--- config.mk ---
export PLATFORM = sky130hd
export DESIGN_NAME = ram_arbiter
export DESIGN_NICKNAME = d
export VERILOG_FILES = /design/src/rtl/ram_arbiter.sv
export SDC_FILE = /design/constraint.sdc
export NUM_CORES = 1
export LEC_CHECK = 0
export BUFFER_PORTS_ARGS = -buffer_cell sky130_fd_sc_hd__buf_4
export CAP_MARGIN = 20
export CORE_AREA = 2 2 102 104
export DETAILED_ROUTE_END_ITERATION = 8
export DIE_AREA = 0 0 104 106
export GPL_TIMING_DRIVEN = 1
export RECOVER_POWER = 50
export SETUP_SLACK_MARGIN = 0.4
export SLEW_MARGIN = 10
export SYNTH_ARGS = -nofsm -noshare
export SYNTH_HDL_FRONTEND = slang
export SYNTH_SLANG_ARGS = --single-unit
--- constraint.sdc ---
create_clock -name clk -period 1.6 [get_ports clk]
set_clock_uncertainty 0.1 [all_clocks]
set_input_delay 0.16 -clock clk [delete_from_list [all_inputs] [get_ports clk]]
set_output_delay 0.16 -clock clk [all_outputs]
set_load 0.01 [all_outputs]
--- src/rtl/ram_arbiter.sv ---
// Two-requester round-robin arbiter in front of one port of a synchronous RAM.
// Grants are combinational; read data is routed back to its owner one cycle later.
module ram_arbiter #(
  parameter int ADDR_WIDTH = 16
) (
  input  logic                  clk,
  input  logic                  reset_n,

  input  logic                  m0_req,
  input  logic                  m0_wr_en,
  input  logic [3:0]            m0_wr_strobe,
  input  logic [ADDR_WIDTH-1:0] m0_addr,
  input  logic [31:0]           m0_data_in,
  output logic                  m0_gnt,
  output logic                  m0_rvalid,
  output logic [31:0]           m0_data_out,

  input  logic                  m1_req,
  input  logic                  m1_wr_en,
  input  logic [3:0]            m1_wr_strobe,
  input  logic [ADDR_WIDTH-1:0] m1_addr,
  input  logic [31:0]           m1_data_in,
  output logic                  m1_gnt,
  output logic                  m1_rvalid,
  output logic [31:0]           m1_data_out,

  output logic                  ram_wr_en,
  output logic [3:0]            ram_wr_strobe,
  output logic [ADDR_WIDTH-1:0] ram_addr,
  output logic [31:0]           ram_data_in,
  input  logic [31:0]           ram_data_out
);

  // Handshake: req is held until gnt; gnt high means the command is on ram_*
  // this cycle. A granted read returns rvalid/data_out exactly one cycle later.

  logic last_grant_q, last_grant_d;  // 1 = m1 granted most recently
  logic pending_q, pending_d;
  logic owner_q, owner_d;

  // Gating with reset_n keeps every combinational output quiet during reset.
  always_comb begin
    m0_gnt = 1'b0;
    m1_gnt = 1'b0;
    if (reset_n) begin
      m0_gnt = m0_req && (!m1_req || last_grant_q);
      m1_gnt = m1_req && (!m0_req || !last_grant_q);
    end
  end

  always_comb begin
    ram_wr_en     = 1'b0;
    ram_wr_strobe = '0;
    ram_addr      = '0;
    ram_data_in   = '0;
    if (m0_gnt) begin
      ram_wr_en     = m0_wr_en;
      ram_wr_strobe = m0_wr_strobe;
      ram_addr      = m0_addr;
      ram_data_in   = m0_data_in;
    end else if (m1_gnt) begin
      ram_wr_en     = m1_wr_en;
      ram_wr_strobe = m1_wr_strobe;
      ram_addr      = m1_addr;
      ram_data_in   = m1_data_in;
    end
  end

  always_comb begin
    last_grant_d = last_grant_q;
    pending_d    = 1'b0;
    owner_d      = owner_q;
    if (m0_gnt || m1_gnt) begin
      last_grant_d = m1_gnt;
      pending_d    = !ram_wr_en;
      owner_d      = m1_gnt;
    end
  end

  always_ff @(posedge clk or negedge reset_n) begin
    if (!reset_n) begin
      last_grant_q <= 1'b1;
      pending_q    <= 1'b0;
      owner_q      <= 1'b0;
    end else begin
      last_grant_q <= last_grant_d;
      pending_q    <= pending_d;
      owner_q      <= owner_d;
    end
  end

  assign m0_rvalid   = pending_q && !owner_q;
  assign m1_rvalid   = pending_q && owner_q;
  assign m0_data_out = m0_rvalid ? ram_data_out : 32'h0;
  assign m1_data_out = m1_rvalid ? ram_data_out : 32'h0;

endmodule
==> results of run 1 <==
worst max-delay path by stage:
stage | cells past startpoint | start | endpoint | slack [ns]
6_report | 6 | last_grant_q | ram_addr[10] | -0.25
5_1_grt | 6 | last_grant_q | ram_data_in[26] | -0.31
4_1_cts | 6 | last_grant_q | ram_data_in[26] | -0.26
3_5_place_dp | 4 | last_grant_q | ram_wr_strobe[2] | -0.08
3_3_place_gp | 5 | last_grant_q | ram_wr_strobe[3] | -0.07
2_1_floorplan | 4 | last_grant_q | ram_addr[0] | 0.23
stage by stage:
stage / instances / total power (µW) / cell area [µm²] / TNS [ns] / setup WS (ns)
floorplan: 278 / 1030 / 2550 / 0 / 0.230
global placement: 664 / 1720 / 4750 / -0.805 / -0.0662
detailed placement: 664 / 1740 / 4750 / -1.36 / -0.0769
CTS: 692 / 2460 / 5910 / -11.78 / -0.259
global route: 700 / 2670 / 6020 / -15.22 / -0.306
finish: 700 / 2530 / 6020 / -11.06 / -0.252
per-layer routing:
metal / global-route usage [%] / share of wire [%] / vias to the layer above
met1: 21.1 / 35 / 1542
met2: 40.4 / 56 / 154
li1: - / - / 1586
met3: 3.92 / 6.8 / 12
met4: 3.67 / 1.6 / 0
met5: 0 / 0 / -
layout make-up:
type / count / share of cell area (%)
antenna: 1 / 0.0416
clock buffer: 4 / 0.748
inverter: 2 / 0.166
multi-input combinational: 236 / 41.8
sequential: 3 / 1.27
tap: 136 / 2.83
timing repair buffer: 318 / 53.2
Yosys cell counts:
cell type	count	share of area, %
buf_4	7	2.7
o32ai_1	15	6.7
and3_1	32	10
buf_2	18	4.6
nor2_1	2	0.38
nor2b_1	1	0.32
nor2b_2	1	0.45
inv_2	1	0.19
clkbuf_1	6	1.2
a21bo_2	1	0.51
clkbuf_2	2	0.51
o2bb2ai_1	1	0.45
and2_1	33	11
nand2b_1	2	0.64
o32ai_2	39	33
dfrtp_1	2	2.6
inv_1	1	0.19
buf_6	5	2.9
dfstp_2	1	1.3
nand2_1	107	21
a22o_1	1	0.45
worst max-delay path, cell delays in order (launching register included):
cell     delay, ns
dfstp_2       0.55
buf_6         0.10
a21bo_4       0.17
buf_12        0.15
buf_12        0.16
o32ai_4       0.10
buf_6         0.14
power breakdown:
group          switching (µW)  total (µW)  internal, µW
Sequential               13.1         104          91.3
Clock                    51.2         221           170
Combinational             937        2200          1260
state kept, by name (all words and copies together) (netlist names):
signal and flops:
last_grant_q 1, owner_q 1, pending_q 1
kinds of logic after synthesis:
family          after synthesis  share of synthesized area, %
compound gates               57                          40.6
flops                         3                          3.91
simple gates                178                          43.2
buf+inv                      40                          12.2
timing repair:
| item | CTS | global route |
|---|---|---|
| setup buffers | 15 | 3 |
| cloned | 8 | 4 |
| gates resized for setup | 216 | 8 |
| endpoints found under the setup margin | 124 | 124 |
| pin swaps | 70 | 29 |
| hold buffers | 1 | 0 |
| endpoints found under the hold margin | 2 | 0 |
==> run metrics, run 1 <==
outcome=finished, violations left; failing checks=setup timing; largest net degree at the start of global routing=62; worst skew pair latency=roughly 0.22 ns; Peak VDD IR=approximately 0.22 mV; Worst Setup End Kind=output pin; RSZ-0062 raised after global routing=yes; die footprint=11000 µm²; Finished Core Util=roughly three fifths; WHS=about 0.14 ns; clk root buf=clkbuf_8; Hold Path Sink=pending_q; Slew HR=76.9%; Avg WL per Cell=approximately 17 µm; I/O Buffers=262; hold path cells=3; Tightest Pin Transition=~0.35 ns; worst reg2reg path depth=7; Placer Congestion=0.784; Max FO, Critical Path=8; Mean Syn Cell Area=around 7.0 µm²; Starting Density=approximately a fifth; final wirelength=between 10 and 15 mm; Final ANT Viol Nets=0; worst hold path type=in -> reg; global route overflow=0; DR vias/cell=roughly 4.7; drt first pass iters=4; R2R setup slack=approximately 0.070 ns; Layout area overhead=208%; Seq cells post-synth=3; Post-Syn Nets=between 400 and 500; H-tree Lvls=1; share of cells above drive strength 1=around four fifths; Netlist cell types=21; Synth Instances=between 200 and 300; hold_sp=m0_wr_en; initial antenna violation count=1; max_cap viols=0; area of the multi-input gates=about 2500 µm²; total CTS buffers=3; Final nets=706; TritonCTS clock tree=built; pwr dens=around 420 nW/µm²; Synth Cell Area=between 1500 and 2000 µm²; Final HPWL DP=8.39 mm; commonest non-fill, non-tap cell in the layout=buf_4; First DRT Iteration DRCs=120; min Tclk post-route=about 1.9 ns; first-pass GRT wire length=approximately 18 mm; Synthesis Warnings=0; final setup margin=-0.252 ns; critical path launch point type=register; required time worst endpoint=roughly 1.3 ns; critical path class=reg -> out; num rows=37; Worst-path clk slew=0.03 ns; final hold violations=0; final critical-path share of the clock period=116%; Final Setup Violations=56; Die H=106 µm; I/O Pins=around 260; Lkg Pwr=~0.0026 µW; commonest cells after routing, fill and taps aside=buf_4 (159), buf_6 (130), nand2_1 (107); Final Slew Violations=0; vias in the first global route=3355; worst r2r src=last_grant_q; DIE WIDTH=104 µm; worst path arrival time=~1.6 ns; TritonCTS Sinks=3; clk buf depth=2; share of the yosys chip area belonging to registers=slightly below 4%; register area=between 70 and 80 µm²; f_max=approximately 0.54 GHz; DR DRC count=0; fill cell count=roughly 850; Total GRT Usage=approximately a fifth; vias=~3.3k; core area=between 9000 and 10000 µm²; worst flop-to-flop path endpoint=owner_q
Power figures use the tool's default switching activity.
==> inputs of run 2 (changes only) <==
- CORE_AREA: 2 2 102 104 -> 2 2 103 105
- DIE_AREA: 0 0 104 106 -> 0 0 105 107
- SLEW_MARGIN: 10 -> 15
==> run 2 against run 1 <==
Compared with the run above:
- the run still ends with setup timing left
- sequential power hardly changed
- via count down 1.1%
- final area fell by 2.6%
- fmax is 4.3% higher
- critical endpoint is now ram_data_in[5]
- largest power group unchanged
==> run metrics, run 2 (synthesis gave the netlist of run 1 again) <==
Top delay family on crit path=flip-flops; f_max=0.563 GHz; share of cells above drive strength 1=77.6%; Finished Core Util=approximately three fifths; vias in the first global route=3377; DIE WIDTH=105 µm; worst skew pair latency=0.22 ns; first-pass GRT wire length=roughly 17 mm; drt first pass iters=4; commonest cells after routing, fill and taps aside=buf_4 (157), buf_6 (119), nand2_1 (107); Total GRT Usage=19.2%; Starting Density=19.3%; Final Slew Violations=0; num rows=37; Max FO, Critical Path=6; I/O Buffers=roughly 260; Layout Cells excl Fill=684; Buf/Inv on CP=3; DR vias/cell=~4.8; max_cap viols=0; initial antenna violation count=0; cells along the critical path=nor2b_4 > buf_6 > clkbuf_16 > o32ai_2 > buf_4; Ant. Diodes=0; CP max stage delay=between 0.5 and 0.6 ns; Avg WL per Cell=17.2 µm; global route overflow=0; TritonCTS clock tree=built; min Tclk post-route=1.78 ns; RSZ-0062 raised after global routing=yes; required time worst endpoint=1.34 ns; worst path arrival time=1.52 ns; Worst-path clk slew=approximately 0.04 ns; First DRT Iteration DRCs=between 90 and 100; pwr dens=approximately 420 nW/µm²; TritonCTS Sinks=3; Layout area overhead=201%; largest net degree at the start of global routing=50; Final Setup Violations=70; WHS=between 0.1 and 0.15 ns; dpl ws=-0.107 ns; R2R setup slack=0.24 ns; Worst path slowest cell=dfstp_2; clk root buf=clkbuf_8; vias=between 3k and 4k; die footprint=11200 µm²; Placer Congestion=0.768; outcome=finished, violations left; final setup margin=-0.175 ns; clk buf depth=2; Sum Neg Setup Slack=-8.05 ns; commonest non-fill, non-tap cell in the layout=buf_4; total CTS buffers=3; Cells after DPL=~660; H-tree Lvls=1; critical path class=reg -> out; Final HPWL DP=about 8 mm; final wirelength=11.8 mm; I/O Pins=263; critical path launch point type=register; core area=between 10000 and 15000 µm²; Slew HR=79.7%; Tightest Pin Transition=0.304 ns; Die H=approximately 110 µm; Peak VDD IR=about 0.26 mV; failing checks=setup timing; final critical-path share of the clock period=111%; Lkg Pwr=~0.0025 µW; Largest regs=last_grant_q (1), owner_q (1), pending_q (1); Worst Setup End Kind=output pin; Final nets=between 600 and 700; Final ANT Viol Nets=0; DR DRC count=0; final hold violations=0; worst hold path type=in -> reg
run 2: cell types whose count changed in the layout (fill, tap and decap cells not counted), sizes merged:
cell,previous run,this run
nor2b,3,2
clkbuf,10,8
diode,1,0
buf,311,299
run 2: power by group:
part	leakage (µW)	switching, µW	internal, µW
sequential	0.0000354	15.0	91.3
clock	0.0000228	58.9	171
combinational	0.00249	914	1200
total	0.00255	988	1460
run 2: final cells by class:
| cell class | count | area, µm² |
|---|---|---|
| Clock buffer | 4 | 45.0 |
| Fill cell | 833 | 4230 |
| Inverter | 2 | 10.0 |
| Multi-Input combinational cell | 235 | 2470 |
| Sequential cell | 3 | 76.3 |
| Tap cell | 136 | 170 |
| Timing Repair Buffer | 304 | 3090 |
run 2: path summary, 6_finish.rpt:
path,to,depth (start not counted),start
max,ram_data_in[5],5,last_grant_q
max in group asynchronous,owner_q,3,reset_n
min in group asynchronous,last_grant_q,2,reset_n
min reg2reg,last_grant_q,1,last_grant_q
min,pending_q,3,m0_wr_en
max reg2reg,owner_q,3,last_grant_q
run 2: what timing repair did:
item / in CTS / in global routing
endpoints found under the setup margin: 124 / 124
hold buffers: 1 / 0
gates resized for setup: 197 / 12
cloned: 6 / 2
buffers inserted: 14 / 0
pin swaps: 17 / 20
hold endpoints to repair: 2 / 0
run 2: through the flow:
step / total power [µW] / cell area (µm²)
after floorplan: 1030 / 2550
after global routing: 2570 / 5870
final: 2440 / 5870
after detailed placement: 1710 / 4720
after global placement: 1690 / 4720
after CTS: 2430 / 5800
run 2: per-layer routing:
metal  GRT usage, %  vias to the layer above  wire, µm
li1               -                     1546         -
met1           19.2                     1525      4100
met2           39.1                      166      6510
met3           3.71                       20       816
met5              0                        -         0
met4           6.67                        0       325
run 2: tightest hold or removal path, stage by stage:
cell and delay, ns:
buf_4 0.08, nand2b_1 0.09, o32ai_1 0.07
==> inputs of run 3 (changes only) <==
- ABC_AREA: default -> 1
==> run 3 against run 2 <==
Compared with the run above:
- the flow still finishes with violations (setup timing)
- non-clock buffer count shrank 9
- register-to-register slack better by 0.03 ns
- cell count is 4.5% higher
- critical endpoint is now ram_data_in[8]
- largest power group unchanged
- highest routed layer unchanged
==> run metrics, run 3 <==
required time worst endpoint=~1.3 ns; clk buf depth=2; worst hold path type=in -> reg; drt first pass iters=4; most frequent cells after synthesis=nand2_1 (144), nor2_1 (66), inv_1 (37), nand2_2 (19), buf_6 (8); Peak VDD IR=approximately 0.18 mV; worst skew pair latency=0.22 ns; critical path launch point type=register; Finished Core Util=50.4%; Worst Setup End Kind=output pin; Starting Density=between 10% and 20%; Lkg Pwr=about 0.0026 µW; TritonCTS Sinks=3; RSZ-0062 raised after global routing=yes; first-pass GRT wire length=approximately 13 mm; commonest non-fill, non-tap cell in the layout=buf_4; top cells by area, synth=nand2_1 (41%), nor2_1 (19%), inv_1 (10%); final wirelength=roughly 11 mm; vias=between 2k and 3k; global route overflow=0; critical path class=reg -> out; EDFF count, synth=0; Mean Syn Cell Area=~4.5 µm²; max_cap viols=0; Max FO, Critical Path=13; Avg WL per Cell=14.8 µm; Netlist cell types=17; vias in the first global route=2744; dpl ws=-0.0336 ns; DR DRC count=0; core area=10100 µm²; I/O Buffers=about 260; worst reg2reg path depth=5; initial antenna violation count=0; num rows=37; share of cells above drive strength 1=between 80% and 90%; fill cell count=about 920; fraction of registers with async set/reset=between 90% and 100%; First DRT Iteration DRCs=87; share of the yosys chip area belonging to registers=around 5.7%; Layout area overhead=282%; largest net degree at the start of global routing=54; DIE WIDTH=roughly 110 µm; I/O Pins=roughly 260; Tightest Pin Transition=0.209 ns; Main synth FF type=dfrtp_1; hold path cells=4; Final Slew Violations=0; final setup margin=-0.200 ns; worst path arrival time=about 1.5 ns; Sum Neg Setup Slack=-8.75 ns; Total GRT Usage=between 10% and 20%; Final nets=722; top-count cell post-synth=nand2_1; final hold violations=0; H-tree Lvls=1; Final ANT Viol Nets=0; outcome=finished, violations left; die footprint=between 10000 and 15000 µm²; final critical-path share of the clock period=112%; Placer Congestion=0.841; Final Setup Violations=54; TritonCTS clock tree=built; Synth Instances=a little under 300; Seq cells post-synth=3; Pwr Total=2140 µW; Worst-path clk slew=roughly 0.030 ns; Final HPWL DP=between 6 and 7 mm; design area=5080 µm²; total CTS buffers=3; Slew HR=~86%; failing checks=setup timing; min Tclk post-route=1.80 ns; post-synth top area cell=nand2_1; Synth Cell Area=around 1300 µm²; Largest regs=last_grant_q (1), owner_q (1), pending_q (1); Ant. Diodes=0; pwr dens=approximately 420 nW/µm²; DR vias/cell=between 4 and 5; commonest cells after routing, fill and taps aside=buf_4 (187), nand2_2 (90), buf_6 (87); Post-Syn Nets=about 440; dpl cell area=approximately 3500 µm²; Synth top area share=about two fifths; Synthesis Warnings=0; Die H=about 110 µm; f_max=between 0.5 and 0.6 GHz; clk root buf=clkbuf_8
-- run 3: changes by cell type in the layout (fill, tap and decap cells not counted), sizes merged, moves of 5 or more --
cell / previous run / this run
and2: 33 / 0
and3: 32 / 0
buf: 299 / 290
clkinv: 0 / 5
inv: 2 / 37
nand2: 107 / 164
nor2: 2 / 66
o32ai: 54 / 0
-- run 3: layout make-up --
class,instances,area (µm²),share of cell area [%]
flip-flops and latches,3,77.6,1.53
repair buffers,295,2850,56.0
multi-input cells,235,1710,33.6
clock buffers,4,45.0,0.886
well taps,136,170,3.35
repair inverters,3,55.1,1.08
inverters,39,183,3.59
-- run 3: kinds of logic (layout without fill, tap and decap cells) --
logic type	count (synthesis)	after routing	share of synthesized area [%]
AO/OA/AOI/OAI	3	3	1.97
buffers and inverters	55	341	22.6
flip-flops	3	3	5.73
AND/OR/NAND/NOR	232	232	69.7
-- run 3: repair_timing --
item | in CTS | in global routing
resized for setup | 143 | 139
pin swaps | 2 | 5
setup endpoints to repair | 122 | 123
endpoints found under the hold margin | 3 | 0
gates cloned | 7 | 6
setup buffers | 11 | 6
hold buffers | 1 | 0
-- run 3: routing by layer --
metal	vias up	part of all wire [%]	global-route usage (%)
met5	-	0	0
met1	1313	34	14.6
met2	158	58	29.9
li1	1411	-	-
met3	7	7.1	3.22
met4	0	0.92	2.95
-- run 3: worst paths after layout --
path	startpoint	end	slack, ns
max in group asynchronous	reset_n	last_grant_q	0.89
min in group asynchronous	reset_n	pending_q	0.29
hold reg to reg	last_grant_q	last_grant_q	0.45
setup reg to reg	last_grant_q	owner_q	0.27
setup / recovery	last_grant_q	ram_data_in[8]	-0.20
hold / removal	m1_wr_en	pending_q	0.19
-- run 3: worst max-delay path, stage by stage, from the launching register on --
cell and delay, ns:
dfstp_2 0.53, buf_4 0.12, nand2_4 0.06, nand2_8 0.13, buf_12 0.14, clkinv_16 0.08, nand2_1 0.08, nand2_2 0.05
buf_4 0.13
-- run 3: report_power, final --
| group | internal [µW] | total, µW | switching, µW |
|---|---|---|---|
| logic | 973 | 1810 | 833 |
| clock network | 171 | 233 | 62.2 |
| registers | 90.5 | 104 | 13.8 |
| total | 1230 | 2140 | 909 |
-- run 3: metrics by stage --
stage,instances,hold WS (ns)
6_report,715,0.190
5_1_grt,715,0.218
4_1_cts,703,0.152
3_5_place_dp,680,-0.135
3_3_place_gp,680,-0.137
2_1_floorplan,293,-0.236
